--- src/rtl/branch_resolve_queue_pkg.sv ---
// Shared definitions for the branch resolve queue: PC step, default widths
// and the layout of one queued prediction.
package branch_resolve_queue_pkg;

    localparam int PC_W_DEF = 32;
    localparam int PC_STEP  = 4;

    // One queue entry at the default PC width; wider/narrower builds use the
    // same field order {pc, pred_taken, pred_target} packed into a flat vector.
    typedef struct packed {
        logic [PC_W_DEF-1:0] pc;
        logic                pred_taken;
        logic [PC_W_DEF-1:0] pred_target;
    } brq_entry_t;

    function automatic int entry_w(input int pc_w);
        return 2 * pc_w + 1;
    endfunction

endpackage

--- src/rtl/branch_queue_fifo.sv ---
// Generic DEPTH x WIDTH circular FIFO with push, pop and a synchronous clear
// that takes priority over both.
module branch_queue_fifo #(
    parameter int DEPTH = 4,
    parameter int WIDTH = 8,
    localparam int AW   = $clog2(DEPTH)
) (
    input  logic             clk,
    input  logic             reset,
    input  logic             push_i,
    input  logic [WIDTH-1:0] wdata_i,
    input  logic             pop_i,
    input  logic             clear_i,
    output logic [WIDTH-1:0] rdata_o,
    output logic             full_o,
    output logic             empty_o,
    output logic [AW:0]      count_o
);

    logic [WIDTH-1:0] mem_q [DEPTH];
    logic [AW-1:0]    rd_q, rd_d;
    logic [AW-1:0]    wr_q, wr_d;
    logic [AW:0]      cnt_q, cnt_d;
    logic             do_pop, do_push;

    assign do_pop  = pop_i && (cnt_q != '0);
    // A pop in the same cycle frees the slot the push needs.
    assign do_push = push_i && ((cnt_q != (AW+1)'(DEPTH)) || do_pop);

    always_comb begin
        rd_d  = rd_q;
        wr_d  = wr_q;
        cnt_d = cnt_q;
        if (clear_i) begin
            rd_d  = '0;
            wr_d  = '0;
            cnt_d = '0;
        end else begin
            if (do_push) wr_d = wr_q + AW'(1);
            if (do_pop)  rd_d = rd_q + AW'(1);
            if (do_push && !do_pop)      cnt_d = cnt_q + (AW+1)'(1);
            else if (do_pop && !do_push) cnt_d = cnt_q - (AW+1)'(1);
        end
    end

    always_ff @(posedge clk or posedge reset) begin
        if (reset) begin
            rd_q  <= '0;
            wr_q  <= '0;
            cnt_q <= '0;
        end else begin
            rd_q  <= rd_d;
            wr_q  <= wr_d;
            cnt_q <= cnt_d;
        end
    end

    always_ff @(posedge clk) begin
        if (do_push && !clear_i) mem_q[wr_q] <= wdata_i;
    end

    assign rdata_o = mem_q[rd_q];
    assign full_o  = (cnt_q == (AW+1)'(DEPTH));
    assign empty_o = (cnt_q == '0);
    assign count_o = cnt_q;

endmodule

--- src/rtl/branch_resolve_queue.sv ---
// In-order queue of predicted branches resolved by EX: flags mispredicts,
// drives redirect/flush, predictor update pulses and statistics.
module branch_resolve_queue
    import branch_resolve_queue_pkg::*;
#(
    parameter int DEPTH = 4,
    parameter int PC_W  = PC_W_DEF,
    parameter int CNT_W = 32
) (
    input  logic                   clk,
    input  logic                   reset,
    input  logic                   push_valid,
    input  logic [PC_W-1:0]        push_pc,
    input  logic                   push_pred_taken,
    input  logic [PC_W-1:0]        push_pred_target,
    input  logic                   res_valid,
    input  logic                   res_taken,
    input  logic [PC_W-1:0]        res_target,
    output logic                   upd_valid,
    output logic                   upd_taken,
    output logic                   mispredict,
    output logic [PC_W-1:0]        redirect_pc,
    output logic                   full,
    output logic                   empty,
    output logic [$clog2(DEPTH):0] count,
    output logic                   err_overflow,
    output logic                   err_underflow,
    output logic [CNT_W-1:0]       num_branches,
    output logic [CNT_W-1:0]       num_mispredicts
);

    localparam int EW = entry_w(PC_W);

    logic [EW-1:0]   push_entry, head;
    logic [PC_W-1:0] h_pc, h_target;
    logic            h_pred_taken;
    logic            pop, mis, flush, fifo_push;

    logic            upd_valid_q, upd_valid_d;
    logic            upd_taken_q, upd_taken_d;
    logic            mis_q, mis_d;
    logic [PC_W-1:0] redirect_q, redirect_d;
    logic            err_ovf_q, err_ovf_d;
    logic            err_unf_q, err_unf_d;
    logic [CNT_W-1:0] nb_q, nb_d;
    logic [CNT_W-1:0] nm_q, nm_d;

    assign push_entry   = {push_pc, push_pred_taken, push_pred_target};
    assign h_pc         = head[EW-1 -: PC_W];
    assign h_pred_taken = head[PC_W];
    assign h_target     = head[PC_W-1:0];

    assign pop   = res_valid && !empty;
    assign mis   = (h_pred_taken != res_taken) || (res_taken && (h_target != res_target));
    assign flush = pop && mis;
    // Pushes arriving alongside a flush are wrong-path and simply vanish.
    assign fifo_push = push_valid && !flush;

    branch_queue_fifo #(
        .DEPTH (DEPTH),
        .WIDTH (EW)
    ) u_fifo (
        .clk     (clk),
        .reset   (reset),
        .push_i  (fifo_push),
        .wdata_i (push_entry),
        .pop_i   (pop),
        .clear_i (flush),
        .rdata_o (head),
        .full_o  (full),
        .empty_o (empty),
        .count_o (count)
    );

    always_comb begin
        upd_valid_d = pop;
        upd_taken_d = pop && res_taken;
        mis_d       = flush;
        redirect_d  = redirect_q;
        err_ovf_d   = err_ovf_q;
        err_unf_d   = err_unf_q;
        nb_d        = nb_q;
        nm_d        = nm_q;
        if (pop) begin
            redirect_d = res_taken ? res_target : h_pc + PC_W'(PC_STEP);
            nb_d       = nb_q + CNT_W'(1);
            if (mis) nm_d = nm_q + CNT_W'(1);
        end
        if (fifo_push && full && !pop) err_ovf_d = 1'b1;
        if (res_valid && empty)        err_unf_d = 1'b1;
    end

    always_ff @(posedge clk or posedge reset) begin
        if (reset) begin
            upd_valid_q <= 1'b0;
            upd_taken_q <= 1'b0;
            mis_q       <= 1'b0;
            redirect_q  <= '0;
            err_ovf_q   <= 1'b0;
            err_unf_q   <= 1'b0;
            nb_q        <= '0;
            nm_q        <= '0;
        end else begin
            upd_valid_q <= upd_valid_d;
            upd_taken_q <= upd_taken_d;
            mis_q       <= mis_d;
            redirect_q  <= redirect_d;
            err_ovf_q   <= err_ovf_d;
            err_unf_q   <= err_unf_d;
            nb_q        <= nb_d;
            nm_q        <= nm_d;
        end
    end

    assign upd_valid       = upd_valid_q;
    assign upd_taken       = upd_taken_q;
    assign mispredict      = mis_q;
    assign redirect_pc     = redirect_q;
    assign err_overflow    = err_ovf_q;
    assign err_underflow   = err_unf_q;
    assign num_branches    = nb_q;
    assign num_mispredicts = nm_q;

endmodule

--- config.mk ---
export PLATFORM = sky130hd
export DESIGN_NAME = branch_resolve_queue
export DESIGN_NICKNAME = d
export VERILOG_FILES = /design/src/rtl/branch_resolve_queue_pkg.sv /design/src/rtl/branch_queue_fifo.sv /design/src/rtl/branch_resolve_queue.sv
export SDC_FILE = /design/constraint.sdc
export NUM_CORES = 1
export LEC_CHECK = 0
export CAP_MARGIN = 20
export CORE_UTILIZATION = 42
export CTS_CLUSTER_DIAMETER = 30
export CTS_CLUSTER_SIZE = 20
export DETAILED_ROUTE_END_ITERATION = 6
export DONT_BUFFER_PORTS = 1
export GPL_TIMING_DRIVEN = 0
export PLACE_DENSITY_LB_ADDON = 0.2
export RECOVER_POWER = 25
export SYNTH_ARGS = -nofsm -noshare
export SYNTH_HDL_FRONTEND = slang
export SYNTH_SLANG_ARGS = --single-unit
--- constraint.sdc ---
create_clock -name clk -period 4.7 [get_ports clk]
set_clock_uncertainty 0.05 [all_clocks]
set_input_delay 0.47 -clock clk [delete_from_list [all_inputs] [get_ports clk]]
set_output_delay 0.47 -clock clk [all_outputs]
set_load 0.01 [all_outputs]
======== Word level (Yosys, flattened, before mapping) ========
Memories as Yosys holds them, arrays and structs flattened.
Index checks and enable logic that the tools add are counted.
W data, S select, Z words.
storage, ports and cells
  output and inout bits ................... 106
  register bits after elaboration ......... 108
  RAM bits ................................ 260
  bits of input ports ..................... 102
  memories ................................ 1
memories
  name          depth  width  read ports  clocked after Yosys merged registers in  write ports  line                     source
  u_fifo.mem_q  4      65     1           0                                        1            branch_queue_fifo.sv:20  logic [WIDTH-1:0] mem_q [DEPTH];
cells by class
  add/subtract/negate cells ............... 7
  reductions and logical operators ........ 26
  equal/unequal tests ..................... 4
  multiplexer cells ....................... 10
operator list
  operator                 number
  $add A32 B1 Y32 const B  2
  $add A32 B3 Y32 const B  1
  $mux W32                 1
  $ne A32 B32 Y1           1
  $logic_and A1 B1 Y1      13
  $mux W3                  3
  $mux W2                  4
  $reduce_bool A3 Y1       2
  $logic_not A1 Y1         5
  $add A2 B1 Y2 const B    2
  $reduce_bool A2 Y1       2
  $add A3 B1 Y3 const B    1
  $eq A3 B3 Y1 const B     1
  $logic_not A3 Y1         1
  $ne A3 B3 Y1 const B     1
  $sub A3 B1 Y3 const B    1
  $logic_or A1 B1 Y1       2
  $mux W1                  2
  $reduce_and A2 Y1        1
  $ne A1 B1 Y1             1

======== Depth between registers and ports, before layout ========
Gate-level depths: netlist (run 1).
An unclocked memory read counts as a cell.
  word-level depth ........................ 13
  gate-level depth with buffers ........... 13
  mapped depth without buffers ............ 9

======== Hierarchy ========
A second synthesis (run 1) with hierarchy kept.
second synthesis, totals
  cell total of the unflattened synthesis .. 960
  area total of the unflattened synthesis .. 15363.5 sq um
modules (own cells, without submodules)
  module                area each (sq um)  cells each  instances
  branch_queue_fifo     9835.7             389         1
  branch_resolve_queue  5527.8             571         1

======== Worst setup path before layout (run 1) ========
OpenSTA, ideal clock, no wires.
  kind .................................... reg-to-reg
  start point ............................. register u_fifo.rd_q[0]
  end point ............................... memory u_fifo.mem_q[1][0] (netlist name) (enable)
  slack ................................... 295 ps
  library setup time ...................... 430 ps
  arrival ................................. 3925 ps
  cell stages (with the launch flop) ...... 12
  cell sequence ........................... dfrtp_1 -> buf_6 -> buf_8 -> mux4_2 -> xor2_1 -> a2111o_1 -> nor4_1 -> and4_1 -> buf_2 -> nor2_2 -> buf_6 -> and3b_1
between the ends
  longest elaborated chain between the ends .. 11
  elaborated cells between the ends (all ways) .. 12
  classes of those cells .................. eq/ne: 2; mux: 2; reduce/logical: 7; memory: 1
ends and longest elaborated chain
  item                               line                                                 source
  start: declaration                 branch_queue_fifo.sv:21                              logic [AW-1:0] rd_q, rd_d;
  start signal: assignment           branch_queue_fifo.sv:52                              rd_q <= rd_d;
  $mem_v2 Z4 W65 (*)                 --
  $ne A32 B32 Y1                     branch_resolve_queue.sv:54                           assign mis = (h_pred_taken != res_taken) || (res_taken && (h_target != res_target));
  $logic_and A1 B1 Y1                branch_resolve_queue.sv:54
  $logic_or A1 B1 Y1 (*)             branch_resolve_queue.sv:54
  $logic_and A1 B1 Y1 (*)            branch_resolve_queue.sv:55                           assign flush = pop && mis;
  named net flush                    branch_resolve_queue.sv:37                           logic pop, mis, flush, fifo_push;
  $logic_not A1 Y1 (*)               branch_queue_fifo.sv:59, branch_resolve_queue.sv:57
  $logic_and A1 B1 Y1                branch_resolve_queue.sv:57                           assign fifo_push = push_valid && !flush;
  $logic_and A1 B1 Y1                branch_queue_fifo.sv:28                              assign do_push = push_i && ((cnt_q != (AW+1)'(DEPTH)) || do_pop);
  $logic_and A1 B1 Y1 (*)            branch_queue_fifo.sv:59                              if (do_push && !clear_i) mem_q[wr_q] <= wdata_i;
  $mux W1 (*)                        branch_queue_fifo.sv:59
  $mux W1 (implied by the code) (*)  branch_queue_fifo.sv:59
  end: declaration                   branch_queue_fifo.sv:20
Mark *: on every way through the listed nets, which the timed path passes. The rest lies on a longest branch.

======== Worst setup path in the final report (run 1) ========
  start point ............................. register u_fifo.rd_q[1]
  end point ............................... memory u_fifo.mem_q[0][48] (netlist name) (enable)
between the ends
  longest elaborated chain between the ends .. 11
  elaborated cells between the ends (all ways) .. 12
  classes of those cells .................. eq/ne: 2; mux: 2; reduce/logical: 7; memory: 1
ends and longest elaborated chain
  item                               line
  $mem_v2 Z4 W65 (*)                 --
  $ne A32 B32 Y1                     branch_resolve_queue.sv:54
  $logic_and A1 B1 Y1                branch_resolve_queue.sv:54
  $logic_or A1 B1 Y1 (*)             branch_resolve_queue.sv:54
  $logic_and A1 B1 Y1 (*)            branch_resolve_queue.sv:55
  $logic_not A1 Y1 (*)               branch_queue_fifo.sv:59, branch_resolve_queue.sv:57
  $logic_and A1 B1 Y1                branch_resolve_queue.sv:57
  $logic_and A1 B1 Y1                branch_queue_fifo.sv:28
  $logic_and A1 B1 Y1 (*)            branch_queue_fifo.sv:59
  $mux W1 (*)                        branch_queue_fifo.sv:59
  $mux W1 (implied by the code) (*)  branch_queue_fifo.sv:59
Mark *: on every way between the ends. The rest lies on a longest branch, timed or not.

==> flow_summary_export.csv, run 1 <==
group,metric,value,unit
critical_path,r2r-end,"u_fifo.mem_q[0][48]$_DFFE_PP_",
floorplanning,design.die.area,0.03778,mm2
sta,setup_violations,0,
power,leakage,7.280,nW
sta,hold_viol,0,
cts,clk_pin_slew_worst_paths,0.05,ns
final_layout,area_delta_synth_final,26.54,%
critical_path,r2r-start,"u_fifo.rd_q[1]$_DFFE_PP0P_",
floorplanning,initial_core_util,42.55,%
cts,clk_latency,0.59,ns
global_route,grt_pass1_vias,9328,
synth,synth_flop_cell,"edfxtp_1",
critical_path,endpoint_kind,"register",
routing,avgRoutedWirePerCell,23.37,um
synth,synth-edff-count,260,
routing,wirelength,38790,um
cts,cts.sinks,368,
synth,syn_area_per_cell,15.97,um2
power,power_density,654.2,mW/mm2
routing,ant_nets,0,
synth,synth-seq-cells,368,
placed_design,globalplace.congestion,0.8493,
cts,cts-root-buf,"clkbuf_16",
synth,synth_mux_area_share,11.28,%
critical_path,crit_type,"reg2reg",
final_layout,stdcell_area,0.01967,mm2
global_route,antenna_found_initial,2,
global_route,grtUsageMet3,8.450,%
critical_path,cp.arrival,4.59,ns
sta,max_freq,228.8,MHz
routing,drtIter0Drc,480,
routing,dr.pass1.iters,5,
global_route,grt_pass1_wl,58490,um
sta,relSlewSlack,8.263,%
global_route,grt_most_used_layer,"met2",
synth,netlist_area,0.01554,mm2
cts,h-tree-depth,3,
placed_design,dp_hpwl,26520,um
routing,drc,0,
final_layout,multi_input_area,0.004698,mm2
power,ir_worst_vdd,0.3321,mV
floorplanning,die_width,194.4,um
synth,synth_top_family_by_area,"multiplexers",
synth,synth.top_cells.by_area,"edfxtp_1, dfrtp_1, mux4_2, xnor2_1, xor2_1",
floorplanning,core,0.03652,mm2
final_layout,final_cell_mix,"edfxtp_1, dfrtp_1, clkbuf_16, xnor2_1, nand2_1",
synth,synthSimpleGateAreaFrac,8.510,%
critical_path,critPathRequiredTime,4.92,ns
synth,yosysUniqueCellTypes,60,
critical_path,cpMaxStageDelayCell,"and3b_4",
synth,netlist_instances,973,
global_route,grtUsageMet1,25.55,%
cts,clk_path_buf_depth,3,
worst_hold_path,hold_path_depth,2,
critical_path,max_stage_delay,0.72,ns
final_layout,regArea,0.01051,mm2
floorplanning,die_h,194.4,um
synth,yosys.area_share.xor_xnor,6.988,%
critical_path,reg2reg_depth,12,
flow_run,cap_violations,0,
synth,async_reset_ff_share,29.35,%
routing,via_per_inst,5.355,
run_status,status,"complete, no violations",
sta,rsz0062_at_grt,"false",
worst_hold_path,whs_endpoint,"redirect_pc[30]$_DFFE_PP0P_",
cts,cts_tree,"built",
synth,synth_compound_area_share,2.608,%
critical_path,start_kind,"register",
sta,fin_crit,4.371,ns
worst_hold_path,min_from,"res_target[30]",
cts,cts_resized,0,
global_route,grt_use_total,21.04,%
cts,cts_buffers,79,
critical_path,cp_cell_sequence,"buf_4 -> buf_2 -> buf_4 -> mux4_2 -> xnor2_1 -> nand4_1 -> nor4_1 -> and4_1 -> buf_2 -> nor2_2 -> and3b_4 -> buf_16",
global_route,grt_overflow,0,
synth,synth_top_area_share,50.24,%
synth,synth_nets,1083,
sta,timing.setup.tns,0,ns
sta,hold_slack,0.03524,ns
final_layout,nFillCells,2910,
global_route,groute.layer.met2.usage,33.04,%
floorplanning,rows,70,
final_layout,layout-drive-gt1-share,18.66,%
sta,fin_crit_sh,92.99,%
synth,yosysWarnings,0,
final_layout,final_nets,1237,
floorplanning,num_io_pins,208,
synth,synth_seq_area_share,67.63,%
synth,yosysTopAreaCell,"edfxtp_1",
placed_design,port_buffers,0,
global_route,grt_max_degree,80,
placed_design,placed_area,0.01628,mm2
critical_path,critPathMaxFanout,38,
synth,synthAdderAreaFrac,0.6924,%
worst_hold_path,hold_path_class,"in2reg",
final_layout,layout_commonest_cell,"edfxtp_1",
sta,finalMaxSlewViolations,0,
critical_path,r2r_setup_slack,0.33,ns
routing,vias,8889,
sta,worst_pin_slew,1.369,ns
## worst max-delay path: cells and delay by family, from the launching register on
family / cells / cell delay (ns)
AND/OR/NAND/NOR: 5 / 1.72
buffers and inverters: 5 / 1.29
multiplexers: 1 / 0.35
flip-flops: 1 / 0.32
XOR/XNOR: 1 / 0.23
## kinds of logic (layout without fill, tap and decap cells)
logic type | Yosys count | in the layout
fa+ha+maj | 8 | 8
simple gates | 251 | 252
buf+inv | 59 | 275
xor+xnor | 124 | 124
other cells | 0 | 2
flops | 368 | 368
compound gates | 63 | 63
mux | 100 | 100
## cells in the mapped netlist (6+ instances only)
| library cell | n |
|---|---|
| clkbuf_1 | 19 |
| and2_1 | 8 |
| nor2_1 | 35 |
| ha_1 | 7 |
| xnor2_1 | 75 |
| buf_6 | 6 |
| edfxtp_1 | 260 |
| o21ai_0 | 24 |
| and3_1 | 12 |
| mux4_2 | 52 |
| nor3_1 | 16 |
| nand4_1 | 28 |
| inv_1 | 14 |
| mux2i_1 | 39 |
| and4_1 | 6 |
| a21oi_1 | 7 |
| nand3_1 | 33 |
| dfrtp_1 | 108 |
| buf_4 | 8 |
| xor2_1 | 49 |
| o21ai_1 | 9 |
| nor4_1 | 15 |
| nand2_1 | 73 |
| mux4_1 | 6 |
## stage by stage
stage | instances | power, mW | worst slack, ns | util (%)
6_report | 1660 | 12.87 | 0.3295 | 53.85
5_1_grt | 1659 | 13.42 | 0.1073 | 53.84
4_1_cts | 1657 | 13.00 | 0.05315 | 53.82
3_5_place_dp | 1446 | 7.347 | 0.08533 | 44.57
3_3_place_gp | 1441 | 7.303 | -1.990 | 44.16
2_1_floorplan | 973 | 6.435 | 0.2950 | -
## layout make-up
class | count | share of cell area, %
multi-input cells | 547 | 23.89
flip-flops and latches | 368 | 53.44
plain buffers | 44 | 1.527
clock buffers | 95 | 10.61
diodes | 2 | 0.02545
inverters | 15 | 0.2927
well taps | 468 | 2.977
clock inverters | 49 | 3.162
repair buffers | 72 | 4.072
## power by group
group          internal [mW]  switching [mW]  total (mW)
combinational           1.19            1.57        2.75
clock                   3.77            1.77        5.54
sequential              4.11           0.461        4.58
total                   9.07            3.79        12.9
## sequential cells by signal (all words and copies together) (netlist names)
signal           cells
err_underflow        1
u_fifo.rd_q          2
upd_valid            1
num_mispredicts     32
u_fifo.mem_q       260
num_branches        32
u_fifo.wr_q          2
upd_taken            1
err_overflow         1
u_fifo.count_o       3
redirect_pc         32
mispredict           1
## metal layers
layer	vias up	share of wire (%)
li1	4046	-
met1	4453	40
met2	304	47
met3	86	9.3
met4	0	3.5
met5	-	0
## worst max-delay path by stage
stage                                from                            end  depth (start not counted)
2_1_floorplan  u_fifo.rd_q[0]$_DFFE_PP0P_   u_fifo.mem_q[1][0]$_DFFE_PP_                         11
3_3_place_gp   u_fifo.rd_q[1]$_DFFE_PP0P_  u_fifo.mem_q[1][46]$_DFFE_PP_                         12
3_5_place_dp   u_fifo.rd_q[1]$_DFFE_PP0P_  u_fifo.mem_q[1][46]$_DFFE_PP_                         13
4_1_cts        u_fifo.rd_q[1]$_DFFE_PP0P_  u_fifo.mem_q[1][41]$_DFFE_PP_                         13
5_1_grt        u_fifo.rd_q[1]$_DFFE_PP0P_  u_fifo.mem_q[0][55]$_DFFE_PP_                         11
6_report       u_fifo.rd_q[1]$_DFFE_PP0P_  u_fifo.mem_q[0][48]$_DFFE_PP_                         12
## what timing repair did
item	4_1_cts	5_1_grt
endpoints found under the setup margin	0	37
setup buffers	0	0
endpoints found under the hold margin	290	0
hold buffers	67	0
Power figures use the tool's default switching activity.
==> run 2: changes to the inputs <==
--- a/config.mk
+++ b/config.mk
@@ -14,6 +14,7 @@
 export GPL_TIMING_DRIVEN = 0
 export PLACE_DENSITY_LB_ADDON = 0.2
 export RECOVER_POWER = 25
+export REMOVE_ABC_BUFFERS = 1
 export SYNTH_ARGS = -nofsm -noshare
 export SYNTH_HDL_FRONTEND = slang
 export SYNTH_SLANG_ARGS = --single-unit
==> flow_summary_export.csv, run 2 (synthesized netlist as in run 1, its figures left out) <==
group,metric,value,unit
run_status,status,"complete, no violations",
routing,ant_nets,0,
global_route,grt_pass1_vias,9131,
routing,drc,0,
cts,clk_path_buf_depth,3,
final_layout,layout_commonest_cell,"edfxtp_1",
power,leakage,7.266,nW
global_route,grt_overflow,0,
final_layout,final_nets,1214,
sta,max_freq,228.9,MHz
sta,hold_viol,0,
sta,setup_violations,0,
critical_path,cpMaxStageDelayCell,"dfrtp_4",
routing,wirelength,38380,um
floorplanning,num_io_pins,208,
global_route,grtUsageMet3,6.923,%
sta,rsz0062_at_grt,"false",
global_route,grt_most_used_layer,"met2",
critical_path,cp_top_family,"simple AND/OR/NAND/NOR gates",
floorplanning,initial_core_util,42.55,%
sta,timing.setup.tns,0,ns
placed_design,port_buffers,0,
critical_path,endpoint_kind,"register",
flow_run,cap_violations,0,
cts,cts_buffers,79,
cts,clk_latency,0.58,ns
critical_path,critPathRequiredTime,4.90,ns
final_layout,stdcell_count,1638,
placed_design,globalplace.congestion,0.7797,
critical_path,cp.arrival,4.56,ns
cts,h-tree-depth,3,
final_layout,area_delta_synth_final,26.50,%
global_route,groute.layer.met2.usage,33.47,%
routing,dr.pass1.iters,4,
critical_path,critPathMaxFanout,43,
power,power,12.78,mW
critical_path,cp_cell_sequence,"buf_16 -> mux4_2 -> xnor2_1 -> nand4_1 -> nor4_1 -> and4_4 -> buf_16 -> nor2_2 -> and3b_4 -> buf_16",
floorplanning,core,0.03652,mm2
routing,drtIter0Drc,412,
sta,relSlewSlack,31.76,%
global_route,grt_max_degree,57,
critical_path,crit_type,"reg2reg",
global_route,grt_use_total,20.50,%
floorplanning,die_h,194.4,um
global_route,antenna_found_initial,1,
floorplanning,design.die.area,0.03778,mm2
sta,hold_slack,0.03647,ns
final_layout,post-route-util,53.83,%
placed_design,placed_area,0.01610,mm2
placed_design,dp_hpwl,23380,um
sta,final.setup.worst_slack,0.3319,ns
critical_path,max_stage_delay,0.79,ns
sta,fin_crit,4.368,ns
routing,avgRoutedWirePerCell,23.43,um
cts,clk_pin_slew_worst_paths,0.05,ns
final_layout,stdcell_area,0.01966,mm2
final_layout,regMostFlops,"u_fifo.mem_q",
worst_hold_path,hold_path_class,"in2reg",
routing,vias,8827,
cts,cts_tree,"built",
final_layout,largest_reg_flops,260,
cts,cts.sinks,368,
power,power_density,650.0,mW/mm2
critical_path,crit_buf_inv,3,
sta,fin_crit_sh,92.94,%
placed_design,pre_cts_slack,-0.5692,ns
placed_design,dp.cells,1407,
sta,worst_pin_slew,1.021,ns
global_route,grt_pass1_wl,57170,um
routing,via_per_inst,5.389,
final_layout,layout-drive-gt1-share,19.08,%
floorplanning,die_width,194.4,um
critical_path,start_kind,"register",
sta,finalMaxSlewViolations,0,
critical_path,cpMostUsedCell,"buf_16",
floorplanning,rows,70,
power,ir_worst_vdd,0.4090,mV
global_route,grtUsageMet1,25.58,%
final_layout,final_cell_mix,"edfxtp_1, dfrtp_1, clkbuf_16, xnor2_1, nand2_1",
cts,cts-root-buf,"clkbuf_16",
-- run 2: cell types whose count changed in the layout (fill, tap and decap cells not counted), moves of 4 or more --
cell and change:
buf_16 +4, buf_2 -4, and3b_2 +4, inv_6 +4
clkbuf_1 -15, buf_6 -6
-- run 2: layout make-up --
type,instances,area (um2)
clock buffers,101,2163
fillers,2956,16860
multi-input cells,550,4740
inverters,15,65.06
well taps,468,585.6
repair inverters,1,5.005
flip-flops and latches,368,10520
clock inverters,45,539.3
repair buffers,89,1041
diodes,1,2.502
-- run 2: worst register-to-register path, delay by kind of cell (launching register included) --
family	cells	cell delay [ns]
buf+inv	3	0.76
mux	1	0.39
simple gates	5	1.69
flops	1	0.79
xor+xnor	1	0.32
-- run 2: repair_timing --
action,CTS,global route
gates resized for setup,5,3
setup endpoints to repair,260,251
setup buffers,5,4
gates cloned,4,1
pin swaps,0,0
hold buffers,70,0
endpoints found under the hold margin,316,0
-- run 2: worst paths after layout --
path	from	to	slack, ns	depth (start not counted)
min in group asynchronous	reset	num_mispredicts[31]$_DFFE_PP0P_	0.40	2
setup reg to reg	u_fifo.rd_q[1]$_DFFE_PP0P_	u_fifo.mem_q[3][45]$_DFFE_PP_	0.33	10
hold / removal	res_target[29]	redirect_pc[29]$_DFFE_PP0P_	0.04	2
hold reg to reg	err_underflow$_DFFE_PP0P_	err_underflow$_DFFE_PP0P_	0.47	1
setup / recovery	u_fifo.rd_q[1]$_DFFE_PP0P_	u_fifo.mem_q[3][45]$_DFFE_PP_	0.33	10
max in group asynchronous	reset	u_fifo.rd_q[1]$_DFFE_PP0P_	3.48	3
-- run 2: per-layer routing --
layer  vias to the layer above  part of all wire, %  routed length [um]
met3                        62                  7.7                2956
met4                         2                  2.0                 766
met2                       311                   49               18700
li1                       4005                    -                   -
met5                         -                0.021                   8
met1                      4447                   42               15950
-- run 2: report_power, final --
group          internal (mW)  switching, mW
Sequential              4.12          0.458
Clock                   3.80           1.73
Combinational           1.18           1.50
